`config.mk`:
```
export PLATFORM = sky130hd
export DESIGN_NAME = path_reader
export DESIGN_NICKNAME = d
export VERILOG_FILES = /design/src/rtl/path_reader.sv
export SDC_FILE = /design/constraint.sdc
export NUM_CORES = 1
export LEC_CHECK = 0
export ABC_AREA = 0
export CAP_MARGIN = 20
export CORE_MARGIN = 2
export CORE_UTILIZATION = 55
export CTS_CLUSTER_SIZE = 16
export DETAILED_ROUTE_END_ITERATION = 8
export DONT_BUFFER_PORTS = 1
export PLACE_DENSITY = 0.8
export SLEW_MARGIN = 15
export SYNTH_ARGS = -nofsm -noshare
export SYNTH_HDL_FRONTEND = slang
export SYNTH_SLANG_ARGS = --single-unit
```
`constraint.sdc`:
```
create_clock -name clk -period 2.3 [get_ports clk]
set_input_delay 0.46 -clock clk [delete_from_list [all_inputs] [get_ports clk]]
set_output_delay 0.46 -clock clk [all_outputs]
set_load 0.01 [all_outputs]
```
`src/rtl/path_reader.sv`:
```
// -----------------------------------------------------------------------------
// path_reader
//
// Drains a stack/queue storage component from its queue end and hands each
// element to a downstream consumer over a valid/ready handshake.
//
// One element takes LOAD -> SEND -> ADV (3 cycles minimum with outReady=1).
// LOAD captures the storage element and whether it is the last one. SEND
// holds the element until the consumer accepts it. ADV pulses readSignal so
// the storage advances its queue pointer, or wraps it to 0 after the last
// element. FIN pulses finished for one cycle and returns to IDLE.
//
// Ports
//   clk        in   rising-edge clock
//   rst        in   synchronous active-high reset
//   start      in   drain request, honoured only in IDLE
//   isEmpty    in   storage empty flag, sampled in IDLE on start
//   done       in   current queue element is the last one, sampled in LOAD
//   qeueuData  in   [1:0] storage element at the queue pointer
//   readSignal out  one-cycle pulse in ADV, advances/wraps the queue pointer
//   outDir     out  [1:0] element presented downstream
//   outValid   out  outDir is valid (SEND only)
//   outReady   in   downstream accepts outDir when outValid=1
//   busy       out  high in every state except IDLE
//   finished   out  one-cycle pulse in FIN
//   count      out  [8:0] elements delivered in the current/last drain
// -----------------------------------------------------------------------------
module path_reader (
  input  logic       clk,
  input  logic       rst,
  input  logic       start,
  input  logic       isEmpty,
  input  logic       done,
  input  logic [1:0] qeueuData,
  output logic       readSignal,
  output logic [1:0] outDir,
  output logic       outValid,
  input  logic       outReady,
  output logic       busy,
  output logic       finished,
  output logic [8:0] count
);

  typedef enum logic [2:0] {
    S_IDLE = 3'd0,
    S_LOAD = 3'd1,
    S_SEND = 3'd2,
    S_ADV  = 3'd3,
    S_FIN  = 3'd4
  } state_t;

  localparam logic [8:0] COUNT_MAX = 9'd256;

  state_t     r_state;
  state_t     w_state_next;
  logic [1:0] r_out_dir;
  logic [1:0] w_out_dir_next;
  logic       r_last;
  logic       w_last_next;
  logic [8:0] r_count;
  logic [8:0] w_count_next;
  logic       r_read;
  logic       r_valid;
  logic       r_busy;
  logic       r_finished;

  // Next-state and next-datapath logic.
  always_comb begin
    w_state_next   = r_state;
    w_out_dir_next = r_out_dir;
    w_last_next    = r_last;
    w_count_next   = r_count;

    case (r_state)
      S_IDLE: begin
        if (start) begin
          w_count_next = 9'd0;
          // An empty storage still produces a finished pulse so the
          // requester always sees a completion.
          w_state_next = isEmpty ? S_FIN : S_LOAD;
        end
      end

      S_LOAD: begin
        w_out_dir_next = qeueuData;
        w_last_next    = done;
        w_state_next   = S_SEND;
      end

      S_SEND: begin
        // outValid is registered high for the whole SEND state, so the
        // handshake reduces to outReady here.
        if (outReady) begin
          // Storage holds at most 256 elements; the guard keeps count from
          // ever wrapping even if the storage misreports done.
          if (r_count != COUNT_MAX) begin
            w_count_next = r_count + 9'd1;
          end
          w_state_next = S_ADV;
        end
      end

      S_ADV: begin
        w_state_next = r_last ? S_FIN : S_LOAD;
      end

      S_FIN: begin
        w_state_next = S_IDLE;
      end

      default: begin
        w_state_next = S_IDLE;
      end
    endcase
  end

  // State, datapath and registered outputs. Outputs are decoded from the
  // next state so they are flop outputs that line up with the current state.
  always_ff @(posedge clk) begin
    if (rst) begin
      r_state    <= S_IDLE;
      r_out_dir  <= 2'b00;
      r_last     <= 1'b0;
      r_count    <= 9'd0;
      r_read     <= 1'b0;
      r_valid    <= 1'b0;
      r_busy     <= 1'b0;
      r_finished <= 1'b0;
    end else begin
      r_state    <= w_state_next;
      r_out_dir  <= w_out_dir_next;
      r_last     <= w_last_next;
      r_count    <= w_count_next;
      r_read     <= (w_state_next == S_ADV);
      r_valid    <= (w_state_next == S_SEND);
      r_busy     <= (w_state_next != S_IDLE);
      r_finished <= (w_state_next == S_FIN);
    end
  end

  assign readSignal = r_read;
  assign outDir     = r_out_dir;
  assign outValid   = r_valid;
  assign busy       = r_busy;
  assign finished   = r_finished;
  assign count      = r_count;

endmodule
```
==> impl_metrics.xml <==
<?xml version="1.0" encoding="UTF-8"?>
<metrics>
  <group name="status">
    <metric name="result_of_the_run" unit="">completed</metric>
  </group>
  <group name="power_and_ir_drop">
    <metric name="p_per_area" unit="nW/um^2">650.9</metric>
    <metric name="post-layout-total-power" unit="mW">0.5782</metric>
    <metric name="ir_drop" unit="V">0.0005354</metric>
    <metric name="power_leakage" unit="nW">0.2785</metric>
  </group>
  <group name="finish">
    <metric name="post_route_cells_drive_above_1_share" unit="%">6.316</metric>
    <metric name="layout.nets" unit="">106</metric>
    <metric name="layoutNonFillerInstCount" unit="">111</metric>
    <metric name="num_antenna_cells" unit="">0</metric>
    <metric name="area_growth_syn_to_layout" unit="%">2.750</metric>
  </group>
  <group name="job">
    <metric name="cap_violations" unit="">0</metric>
  </group>
  <group name="clocking">
    <metric name="post_cts_resize_count" unit="">0</metric>
    <metric name="cts-hold-fix-buffers" unit="">0</metric>
    <metric name="clock_tree.htree_level_count" unit="">1</metric>
    <metric name="cts_root_buf" unit="">clkbuf_4</metric>
    <metric name="cts_buffers" unit="">3</metric>
    <metric name="cts.clk_slew.worst_paths" unit="ps">100</metric>
    <metric name="cts_num_sinks" unit="">19</metric>
    <metric name="worst_skew_pair_latency" unit="ps">300</metric>
    <metric name="setup_repair_bufs_after_cts" unit="">0</metric>
    <metric name="cts.path.max_buffers" unit="">2</metric>
    <metric name="tritoncts" unit="">yes</metric>
  </group>
  <group name="logic_synthesis">
    <metric name="postSynth.asyncResetShare" unit="%">0</metric>
    <metric name="synth-main-ff-cell" unit="">dfxtp_1</metric>
    <metric name="synth-seq-area-share" unit="%">43.99</metric>
    <metric name="ys_top_cells_by_area" unit="">dfxtp_1 44%, mux2i_1 4.6%, a31oi_1 4.3%</metric>
    <metric name="ys_seq_elements" unit="">19</metric>
    <metric name="most_area_hungry_cell_type_in_the_yosys_netlist" unit="">dfxtp_1</metric>
    <metric name="synth_nets" unit="">105</metric>
    <metric name="post-synth-top-area-fraction" unit="%">43.99</metric>
    <metric name="synth_enable_flop_cells" unit="">0</metric>
    <metric name="yosysMostFrequentCell" unit="">dfxtp_1</metric>
    <metric name="postSynthCellCount" unit="">95</metric>
    <metric name="synth_cell_type_count" unit="">33</metric>
    <metric name="syn_area_per_cell" unit="sq um">9.101</metric>
    <metric name="syn-cell-area" unit="sq um">864.6</metric>
    <metric name="synth_common_cells" unit="">19 x dfxtp_1, 7 x nor2_1, 6 x a31oi_1, 6 x nand2_1, 6 x nor3_1</metric>
    <metric name="yosysWarningCount" unit="">0</metric>
  </group>
  <group name="global_routing">
    <metric name="globalRouteMet2Util" unit="%">24.12</metric>
    <metric name="overflow" unit="">0</metric>
    <metric name="first_global_vias" unit="">589</metric>
    <metric name="grt_max_degree" unit="">14</metric>
    <metric name="track_usage" unit="%">18.66</metric>
    <metric name="initial_antenna_violation_count" unit="">0</metric>
    <metric name="m3_gr_usage" unit="%">6.250</metric>
    <metric name="grt_util_met1" unit="%">27.94</metric>
    <metric name="global_route_wire_length_before_repair" unit="mm">2.670</metric>
    <metric name="gr-max-usage-layer" unit="">met1</metric>
  </group>
  <group name="sta">
    <metric name="finalMaxSlewViolations" unit="">0</metric>
    <metric name="max_clock_freq" unit="MHz">494.0</metric>
    <metric name="finClkSkew" unit="ps">4.300</metric>
    <metric name="timing.final.hold_violations" unit="">0</metric>
    <metric name="report.final.setup_viol" unit="">0</metric>
    <metric name="fin_crit_sh" unit="%">88.01</metric>
    <metric name="setup_repair_after_global_routing_missed_its_margin" unit="">false</metric>
    <metric name="finalCriticalPeriod" unit="ps">2024</metric>
    <metric name="fin_setup_tns" unit="ps">0</metric>
    <metric name="slew_headroom" unit="%">56.22</metric>
    <metric name="worst_pin_slew" unit="ps">655.0</metric>
    <metric name="postLayoutSetupSlackWorst" unit="ps">275.9</metric>
  </group>
  <group name="worst_setup_path">
    <metric name="crit_buf_inv" unit="">1</metric>
    <metric name="cp_slowest_stage_delay" unit="ps">490</metric>
    <metric name="critPathArrivalTime" unit="ps">2200</metric>
    <metric name="path_cells" unit="">inv_1, ha_1, nor4b_1, a311oi_1, or2_1, a31oi_1</metric>
    <metric name="worst_path_dominant_cell_family" unit="">compound AO/OA/AOI/OAI gates</metric>
    <metric name="setup.worst_path.end_class" unit="">register</metric>
    <metric name="worst_setup_path_start_kind" unit="">register</metric>
    <metric name="timing.critical_path.slowest_stage_cell" unit="">a311oi_1</metric>
    <metric name="timing.setup.critical_path_class" unit="">reg -&gt; reg</metric>
    <metric name="critPathRequiredTime" unit="ps">2470</metric>
    <metric name="critPathMaxFanout" unit="">7</metric>
  </group>
  <group name="floorplanning">
    <metric name="design.die.area" unit="sq um">1905</metric>
    <metric name="fp-row-count" unit="">14</metric>
    <metric name="floorplan.initialDensity" unit="%">58.07</metric>
    <metric name="overall_die_height" unit="um">43.65</metric>
    <metric name="dieWidth" unit="um">43.65</metric>
    <metric name="floorplan.core_area" unit="sq um">1489</metric>
    <metric name="io_pins" unit="">23</metric>
  </group>
  <group name="drt">
    <metric name="remaining_drcs" unit="">0</metric>
    <metric name="dr.first_iter.drc_count" unit="">28</metric>
    <metric name="dr.pass1.iters" unit="">4</metric>
    <metric name="routedWlPerCell" unit="um">15.31</metric>
    <metric name="ant_nets" unit="">0</metric>
    <metric name="routed_wl" unit="mm">1.699</metric>
    <metric name="vias" unit="">740</metric>
    <metric name="drt-vias-per-instance" unit="">6.667</metric>
  </group>
  <group name="min_path">
    <metric name="hold_path.class" unit="">in -&gt; reg</metric>
  </group>
  <group name="placed_design">
    <metric name="place_ws" unit="ps">349.3</metric>
    <metric name="placed_cells_incl_taps" unit="">107</metric>
    <metric name="gpl.final_weighted_congestion" unit="">0.8230</metric>
    <metric name="place.port_buffers" unit="">0</metric>
    <metric name="detailedPlacementHpwl" unit="mm">1.248</metric>
  </group>
</metrics>
[where the power goes]
| group | switching, mW | total [mW] | internal [mW] |
|---|---|---|---|
| clock | 0.100 | 0.168 | 0.0676 |
| sequential | 0.0173 | 0.359 | 0.341 |
| combinational | 0.0274 | 0.0517 | 0.0244 |
| total | 0.145 | 0.578 | 0.433 |
[sequential cells by signal, indices dropped and copies added, names as in the netlist]
name,cells
finished,1
r_last,1
busy,1
r_state,3
readSignal,1
outValid,1
outDir,2
count,9
[worst reg2reg max path: stages, from the launching register on]
cell      delay, ps
dfxtp_1         470
inv_1           110
ha_1            210
nor4b_1         150
a311oi_1        490
or2_1           330
a31oi_1         140
[metal layers]
layer,share of wire [%],wire (um),vias to the layer above
met5,0,0,-
met4,1.4,24,0
met3,9.8,167,2
met2,43,735,42
met1,45,771,341
li1,-,-,355
[path summary, 6_finish.rpt]
path	slack, ps	to	depth (start not counted)	startpoint
worst max register to register	280	count[2]	6	count[0]
worst min-delay path	220	r_last	1	rst
worst max-delay path	280	count[2]	6	count[0]
worst min register to register	540	r_last	2	r_last
[area by class of cell]
type,instances,area [sq um]
fillers,125,600.6
multi-input cells,68,442.9
flip-flops and latches,19,380.4
clock buffers,4,26.28
well taps,16,20.02
inverters,3,11.26
repair buffers,1,7.507
[kinds of logic after synthesis]
| group | synth area share [%] |
|---|---|
| compound gates | 20.26 |
| xor+xnor | 1.013 |
| fa+ha+maj | 2.894 |
| buf+inv | 4.775 |
| flops | 43.99 |
| mux | 4.631 |
| simple gates | 22.43 |
[cell usage in the layout, fill, tap and decap left out]
cell type / n
or2_1: 1
nor2_1: 7
or2_4: 1
clkbuf_1: 1
a31oi_1: 6
o22a_1: 1
or3_1: 1
a21boi_0: 1
a311oi_1: 2
clkbuf_4: 3
nor3b_1: 2
nor3_1: 6
nand3b_1: 1
nand2b_1: 2
buf_4: 1
inv_1: 3
a41oi_1: 2
nand2_1: 6
nor4b_1: 2
xnor2_1: 1
o31ai_1: 2
o21ai_0: 2
nor4b_2: 1
a2bb2oi_1: 1
nand3_1: 4
nand4_1: 1
mux2i_1: 4
a21oi_1: 5
o21a_1: 2
a211oi_1: 1
o21ai_1: 1
ha_1: 2
dfxtp_1: 19
[per-stage QoR]
step	util, %	hold slack [ps]	instance area (sq um)
floorplan	-	483.3	864.6
global placement	57.90	517.3	862.1
detailed placement	57.90	526.7	862.1
CTS	59.66	215.0	888.4
global route	59.66	203.3	888.4
finish	59.66	218.0	888.4
(Power assumes the default switching activity.)
